**config.mk**
```make
export PLATFORM = sky130hd
export DESIGN_NAME = gpio_handover_ctrl
export DESIGN_NICKNAME = d
export VERILOG_FILES = /design/src/rtl/gpio_handover_ctrl.sv
export SDC_FILE = /design/constraint.sdc
export NUM_CORES = 1
export LEC_CHECK = 0
export CAP_MARGIN = 10
export CORE_AREA = 5 5 128 130
export DETAILED_ROUTE_END_ITERATION = 8
export DIE_AREA = 0 0 133 135
export GPL_TIMING_DRIVEN = 0
export HOLD_SLACK_MARGIN = 0.15
export PLACE_DENSITY_LB_ADDON = 0.15
export SLEW_MARGIN = 20
export SYNTH_ARGS = -nofsm -noshare
export SYNTH_HDL_FRONTEND = slang
export SYNTH_SLANG_ARGS = --single-unit
```
**constraint.sdc**
```tcl
create_clock -name wb_clk_i -period 4.4 [get_ports wb_clk_i]
set_clock_uncertainty 0.2 [all_clocks]
set_input_delay 0.88 -clock wb_clk_i [delete_from_list [all_inputs] [get_ports wb_clk_i]]
set_output_delay 0.88 -clock wb_clk_i [all_outputs]
set_load 0.05 [all_outputs]
```
**src/rtl/gpio_handover_ctrl.sv**
```systemverilog
// Wishbone-controlled GPIO pad arbiter: hands pad ownership between design
// slots through a drain/switch sequence so two slots never drive the pads at once.

module gpio_handover_ctrl #(
  parameter int NUM_TEAMS     = 1,
  parameter int GUARD_DEFAULT = 8
) (
  input  logic                        wb_clk_i,
  input  logic                        wb_rst_ni,
  input  logic                        wbs_stb_i,
  input  logic                        wbs_cyc_i,
  input  logic                        wbs_we_i,
  input  logic [3:0]                  wbs_sel_i,
  input  logic [31:0]                 wbs_dat_i,
  input  logic [31:0]                 wbs_adr_i,
  output logic                        wbs_ack_o,
  output logic [31:0]                 wbs_dat_o,
  input  logic [38*(NUM_TEAMS+1)-1:0] designs_gpio_out_flat,
  input  logic [38*(NUM_TEAMS+1)-1:0] designs_gpio_oeb_flat,
  output logic [37:0]                 gpio_out,
  output logic [37:0]                 gpio_oeb,
  output logic                        busy_o
);

  localparam int         SW       = (NUM_TEAMS < 1) ? 1 : $clog2(NUM_TEAMS + 1);
  localparam logic [7:0] MAX_SLOT = 8'(NUM_TEAMS);

  typedef enum logic [1:0] {
    ST_ACTIVE,
    ST_DRAIN,
    ST_SWITCH
  } state_e;

  state_e          state_q, state_d;
  logic [SW-1:0]   current_q, current_d;
  logic [SW-1:0]   target_q, target_d;
  logic [15:0]     guard_q, guard_d;
  logic [15:0]     cnt_q, cnt_d;
  logic            bad_sel_q, bad_sel_d;
  logic            ack_q, ack_d;
  logic [31:0]     dat_q, dat_d;
  logic [37:0]     gpio_out_q, gpio_out_d;
  logic [37:0]     gpio_oeb_q, gpio_oeb_d;

  logic            wb_req;
  logic            wb_wr;
  logic            pending;
  logic [31:0]     rdata;
  logic [37:0]     slot_out;
  logic [37:0]     slot_oeb;
  logic            unused_bits;

  assign unused_bits = ^{wbs_adr_i[31:4], wbs_adr_i[1:0], wbs_dat_i[31:16], wbs_sel_i[3:2]};

  // A new transfer is accepted only while ack is low, giving a one-cycle ack pulse.
  assign wb_req  = wbs_stb_i & wbs_cyc_i & ~ack_q;
  assign wb_wr   = wb_req & wbs_we_i;
  assign pending = (target_q != current_q);

  // NOTE: every variable gets a default at the top of always_comb so no path
  // leaves it unassigned, which would otherwise infer a latch.
  always_comb begin
    rdata = '0;
    unique case (wbs_adr_i[3:2])
      2'd0:    rdata = {24'd0, 8'(target_q)};
      2'd1:    rdata = {16'd0, guard_q};
      2'd2:    rdata = {16'd0, 8'(current_q), 5'd0, bad_sel_q, pending,
                        (state_q != ST_ACTIVE)};
      default: rdata = '0;
    endcase
  end

  always_comb begin
    target_d  = target_q;
    guard_d   = guard_q;
    bad_sel_d = bad_sel_q;
    ack_d     = wb_req;
    dat_d     = (wb_req && !wbs_we_i) ? rdata : 32'd0;
    if (wb_wr) begin
      unique case (wbs_adr_i[3:2])
        2'd0: begin
          if (wbs_sel_i[0]) begin
            if (wbs_dat_i[7:0] > MAX_SLOT) bad_sel_d = 1'b1;
            else                           target_d  = SW'(wbs_dat_i[7:0]);
          end
        end
        2'd1: begin
          if (wbs_sel_i[0]) guard_d[7:0]  = wbs_dat_i[7:0];
          if (wbs_sel_i[1]) guard_d[15:8] = wbs_dat_i[15:8];
        end
        2'd2: begin
          if (wbs_sel_i[0] && wbs_dat_i[2]) bad_sel_d = 1'b0;
        end
        default: ;
      endcase
    end
  end

  // Handover sequencing; decisions use pre-edge register values, so a bus
  // write landing on the same edge only takes effect from the next cycle.
  always_comb begin
    state_d   = state_q;
    cnt_d     = cnt_q;
    current_d = current_q;
    unique case (state_q)
      ST_ACTIVE: begin
        if (pending) begin
          state_d = ST_DRAIN;
          cnt_d   = (guard_q == 16'd0) ? 16'd1 : guard_q;
        end
      end
      ST_DRAIN: begin
        if (cnt_q <= 16'd1) begin
          state_d = ST_SWITCH;
          cnt_d   = 16'd0;
        end else begin
          cnt_d = cnt_q - 16'd1;
        end
      end
      ST_SWITCH: begin
        current_d = target_q;
        state_d   = ST_ACTIVE;
      end
      default: state_d = ST_ACTIVE;
    endcase
  end

  always_comb begin
    slot_out = '0;
    slot_oeb = '1;
    for (int i = 0; i <= NUM_TEAMS; i++) begin
      if (int'(current_d) == i) begin
        slot_out = designs_gpio_out_flat[i*38 +: 38];
        slot_oeb = designs_gpio_oeb_flat[i*38 +: 38];
      end
    end
  end

  // Pads are released on the same edge the FSM leaves ACTIVE, and pick up the
  // new owner on the edge it re-enters, so there is no overlap cycle.
  always_comb begin
    gpio_out_d = '0;
    gpio_oeb_d = '1;
    if (state_d == ST_ACTIVE) begin
      gpio_out_d = slot_out;
      gpio_oeb_d = slot_oeb;
    end
  end

  // NOTE: sequential state uses non-blocking assignments so every register
  // samples pre-edge values regardless of statement order.
  always_ff @(posedge wb_clk_i or negedge wb_rst_ni) begin
    if (!wb_rst_ni) begin
      state_q    <= ST_ACTIVE;
      current_q  <= '0;
      target_q   <= '0;
      guard_q    <= 16'(GUARD_DEFAULT);
      cnt_q      <= '0;
      bad_sel_q  <= 1'b0;
      ack_q      <= 1'b0;
      dat_q      <= '0;
      gpio_out_q <= '0;
      gpio_oeb_q <= '1;
    end else begin
      state_q    <= state_d;
      current_q  <= current_d;
      target_q   <= target_d;
      guard_q    <= guard_d;
      cnt_q      <= cnt_d;
      bad_sel_q  <= bad_sel_d;
      ack_q      <= ack_d;
      dat_q      <= dat_d;
      gpio_out_q <= gpio_out_d;
      gpio_oeb_q <= gpio_oeb_d;
    end
  end

  assign wbs_ack_o = ack_q;
  assign wbs_dat_o = dat_q;
  assign gpio_out  = gpio_out_q;
  assign gpio_oeb  = gpio_oeb_q;
  assign busy_o    = (state_q != ST_ACTIVE);

endmodule
```
# Yosys cells after proc, flatten, opt, wreduce, memory -nomap -nowiden
# Cells that the tools add are included.
# op_classes
add_sub_neg,1
order_cmp,2
reduce_logical,15
n_mux,18
n_eq_ne,9
n_bitwise,5
# op_table
cell,n
$mux 38,4
$mux 16,3
$pmux 16 s3,1
$mux 32,1
$pmux 16 s2,1
$le 16x1->1 const B,1
$logic_not 16->1,1
$sub 16x1->16 const B,1
$gt 8x1->1 const B,1
$ne 2x2->1 const B,4
$logic_not 2->1,3
$reduce_and 3->1,2
$reduce_bool 2->1,3
$reduce_and 5->1,1
$eq 2x1->1 const B,2
$eq 2x2->1 const B,2
$mux 1,4
$mux 2,2
$pmux 2 s2,1
$reduce_and 4->1,1
$and 1x1->1,3
$logic_and 1x1->1,2
$not 1->1,2
$pmux 1 s2,1
3 further kinds,3
# totals
in_bits,225
out_inout_bits,110
ff_bits,146

# Logic depth before layout (Yosys ltp)
# depth
word_depth,5
depth_mapped,7

# Worst setup path before layout
# Ideal clock, no wire load.
# synth_path
kind,input-to-reg
from,input port wbs_adr_i[2]
to,register guard_q[10]
arrival_time_ps,1879
cell_stages,5
t_required_ps,4075
setup_time_ps,125
n_path_buf,2
setup_slack_ps,2197
path_cell_list,nor2b_1 -> clkbuf_1 -> and4_1 -> buf_2 -> mux2_2
# synth_between
elab_chain_cells,2
# synth_lines
element,line_no,text
"start, declared",15,"input logic [31:0] wbs_adr_i,"
$eq 2x1->1,80,unique case (wbs_adr_i[3:2])
$reduce_and 3->1 (no line),n/a,
"end signal, assigned",157,guard_q <= 16'(GUARD_DEFAULT);
"end signal, assigned",168,guard_q <= guard_d;
"end, declared",37,"logic [15:0] guard_q, guard_d;"
# No other way between the ends.
# A chain may end at the register's enable or synchronous reset.

# Worst setup path after layout
# layout_path
from,register state_q[0]
to,output port busy_o
# layout_between
elab_chain_cells,1
# layout_lines
element,line_no,text
"start, declared",34,"state_e state_q, state_d;"
"start signal, assigned",165,state_q <= state_d;
$reduce_bool 2->1,182,assign busy_o = (state_q != ST_ACTIVE);
"end, declared",22,output logic busy_o
# No other way between the ends.

==> metrics <==
worst min path class primary input to async pin; core outline area 15,000 µm²; final WL 19.4 mm; commonest non-fill, non-tap cells in the layout 269 x clkdlybuf4s50_1, 163 x nand2_1, 91 x dfrtp_1; HPWL Detailed 15.0 mm; Final setup viols 0; Worst R2R End gpio_oeb[20]$_DFF_PN1_; post-synthesis sequential area ratio 58.3%; DRT Pass-1 Iters 7; Nets 1,110; post-route ant nets 0; dpl ws 1.41 ns; clock sink count 130; CTS Hold Bufs 0; number of global-route vias before repair 5,494; IO Port Bufs 270; M1 WL 7.53 mm; # rows 45; Setup CP Type flip-flop to primary output; Die W 133 µm; CTS max path bufs 2; RSZ-0062 raised after global routing false; Post-synth EDFFs 0; Syn Inst Count 578; TritonCTS buffer count 17; number of library cell types mapped by synthesis 51; Critical Path Stages 2; Switch Pwr 0.00107 W; Slew headroom 49.8%; Pwr per Cell Area 405 nW/µm²; most common cell after layout, fill and taps aside clkdlybuf4s50_1; Yosys reg bits 130; Tightest Pin Transition 0.750 ns; largest net degree at the start of global routing 80; initial antenna violation count 0; R2R Setup Slk 2.06 ns; max cap viols 0; Post-synth ARST share 100%; Antenna Cells 0; FILL cells 1,240; slowest CP cell clkdlybuf4s50_1; Final Max Tran Viols 0; VDD IR max 0.251 mV; DR DRC count 0; Worst setup EP type primary output; Worst Path Buf+Inv 1; leakage power 4.13 nW; CTS tree done; crit path cell chain or2_2, clkdlybuf4s50_1; Top delay family on crit path buffers and inverters; mapped cell area 5660 µm²; Logic pwr share 22.4%; sw frac 28.3%; Pint 0.00271 W; H-tree levels 4; Mapped Avg Cell Area 9.80 µm²; WL met3 1.41 mm; Critical Path Source state_q[0]$_DFF_PN0_; minimum clock period 2.97 ns; Layout area overhead 64.9%; Final Wtd Congestion 0.896; sequential share of power 37.2%; Synth Warn # 0; critical path startpoint category flip-flop; worst r2r src state_q[1]$_DFF_PN0_; routed via count 5,362; top_reg_cell synth dfrtp_1; Top Metal Used met4; Starting Density 37.7%; Req. time, crit path 3.32 ns; setup bufs post-CTS 0; gr ovfl total 0; CP arrival 1.89 ns; worst setup path endpoint busy_o; num ports 335; status complete, no violations; crit-path max cell delay 0.72 ns; fmax 0.337 GHz; Final Hold Viols 0; DR iter-0 viols 312; first-pass GRT wire length 29.5 mm; CP max FO 4; Clock power frac 40.4%; worst-skew pair later-pin latency 0.42 ns; met2 WL 9.92 mm; DR WL/cell 17.9 µm; vias per cell 4.95; GRT Resource Usage Total 21.2%; Root Driver clkbuf_16; final core utilization 62.1%; chip height 135 µm; fin worst setup slack 1.43 ns; Worst Reg-to-Reg Cells 6; final worst path period share 67.4%; die area 18,000 µm²; PostCTS Resize Cnt 0; Clock transition at path regs 0.05 ns; share of cells above drive strength 1 13.2%
[final cells by class]
class / instances / area (µm²) / area share [%]
Clock inverter: 10 / 153 / 1.64
Timing Repair Buffer: 271 / 2740 / 29.3
Buffer: 48 / 256 / 2.75
Clock buffer: 22 / 494 / 5.29
Inverter: 10 / 37.5 / 0.402
Tap cell: 188 / 235 / 2.52
Multi-Input combinational cell: 405 / 2120 / 22.7
Sequential cell: 130 / 3300 / 35.4
[per-stage QoR]
stage	setup TNS, ns	hold WS [ns]	area [µm²]	instances	power [W]
2_1_floorplan	0	0.257	5720	593	0.00190
3_3_place_gp	-302.43	0.248	8660	1051	0.00225
3_5_place_dp	0	0.265	8690	1052	0.00227
4_1_cts	0	0.161	9340	1084	0.00381
5_1_grt	0	0.172	9340	1084	0.00394
6_report	0	0.157	9340	1084	0.00378
[worst reg2reg max path, stage by stage, from the launching register on]
cell	delay, ns
dfrtp_1	0.39
nor2b_1	0.18
mux2i_1	0.50
buf_2	0.35
buf_1	0.42
nand2_1	0.13
nand3_1	0.11
[power groups by stage]
stage | clock network [W] | logic [W] | registers, W
3_3_place_gp | 0 | 0.000828 | 0.00142
2_1_floorplan | 0 | 0.000326 | 0.00157
4_1_cts | 0.00155 | 0.000848 | 0.00141
6_report | 0.00153 | 0.000848 | 0.00141
5_1_grt | 0.00161 | 0.000913 | 0.00142
3_5_place_dp | 0 | 0.000843 | 0.00142
[synthesized netlist by cell type, types with 4 or more instances]
| cell type | number | share of area, % |
|---|---|---|
| a21oi_1 | 46 | 4.1 |
| a22oi_1 | 7 | 0.93 |
| and2_1 | 12 | 1.3 |
| buf_2 | 7 | 0.62 |
| buf_4 | 16 | 2.1 |
| clkbuf_1 | 22 | 1.5 |
| dfrtp_1 | 91 | 40 |
| dfstp_2 | 39 | 18 |
| inv_1 | 9 | 0.60 |
| mux2_2 | 17 | 3.4 |
| nand2_1 | 163 | 11 |
| nand3_1 | 45 | 4.0 |
| nor2_1 | 15 | 0.99 |
| nor2b_1 | 4 | 0.44 |
| nor3_1 | 5 | 0.44 |
| nor4_1 | 7 | 0.77 |
| o21ai_0 | 16 | 1.4 |
[sequential cells by signal, indices dropped and copies added (netlist names), 2 cells and up]
signal,cells
gpio_out,38
cnt_q,16
state_q,2
gpio_oeb,38
wbs_dat_o,16
guard_q,16
[worst min path at each step]
stage / startpoint / endpoint / slack (ns)
6_report: wb_rst_ni / wbs_ack_o$_DFF_PN0_ / 0.16
5_1_grt: wb_rst_ni / wbs_ack_o$_DFF_PN0_ / 0.17
4_1_cts: wb_rst_ni / wbs_ack_o$_DFF_PN0_ / 0.16
3_5_place_dp: wbs_ack_o$_DFF_PN0_ / wbs_ack_o$_DFF_PN0_ / 0.27
3_3_place_gp: wbs_ack_o$_DFF_PN0_ / wbs_ack_o$_DFF_PN0_ / 0.25
2_1_floorplan: bad_sel_q$_DFFE_PN0P_ / bad_sel_q$_DFFE_PN0P_ / 0.26
[kinds of logic (layout without fill, tap and decap cells)]
family                     Yosys count  after routing  synth area share, %
xor gates and xnor gates             3              3                0.464
and+or+nand+nor                    270            270                 21.3
muxes                               19             19                 3.73
adders and majority gates            2              2                0.442
DFF                                130            130                 58.3
other                                1             16               0.0662
AOI/OAI and AO/OA                   95             95                 10.5
buffers and inverters               58            361                 5.19
[routing by layer]
| layer | GRT usage (%) | vias to the layer above |
|---|---|---|
| met4 | 9.01 | 0 |
| met2 | 36.1 | 216 |
| met1 | 25.0 | 2583 |
| met5 | 0 | - |
| li1 | - | 2532 |
| met3 | 6.45 | 31 |
No activity file was read; power rests on OpenSTA's default activity.
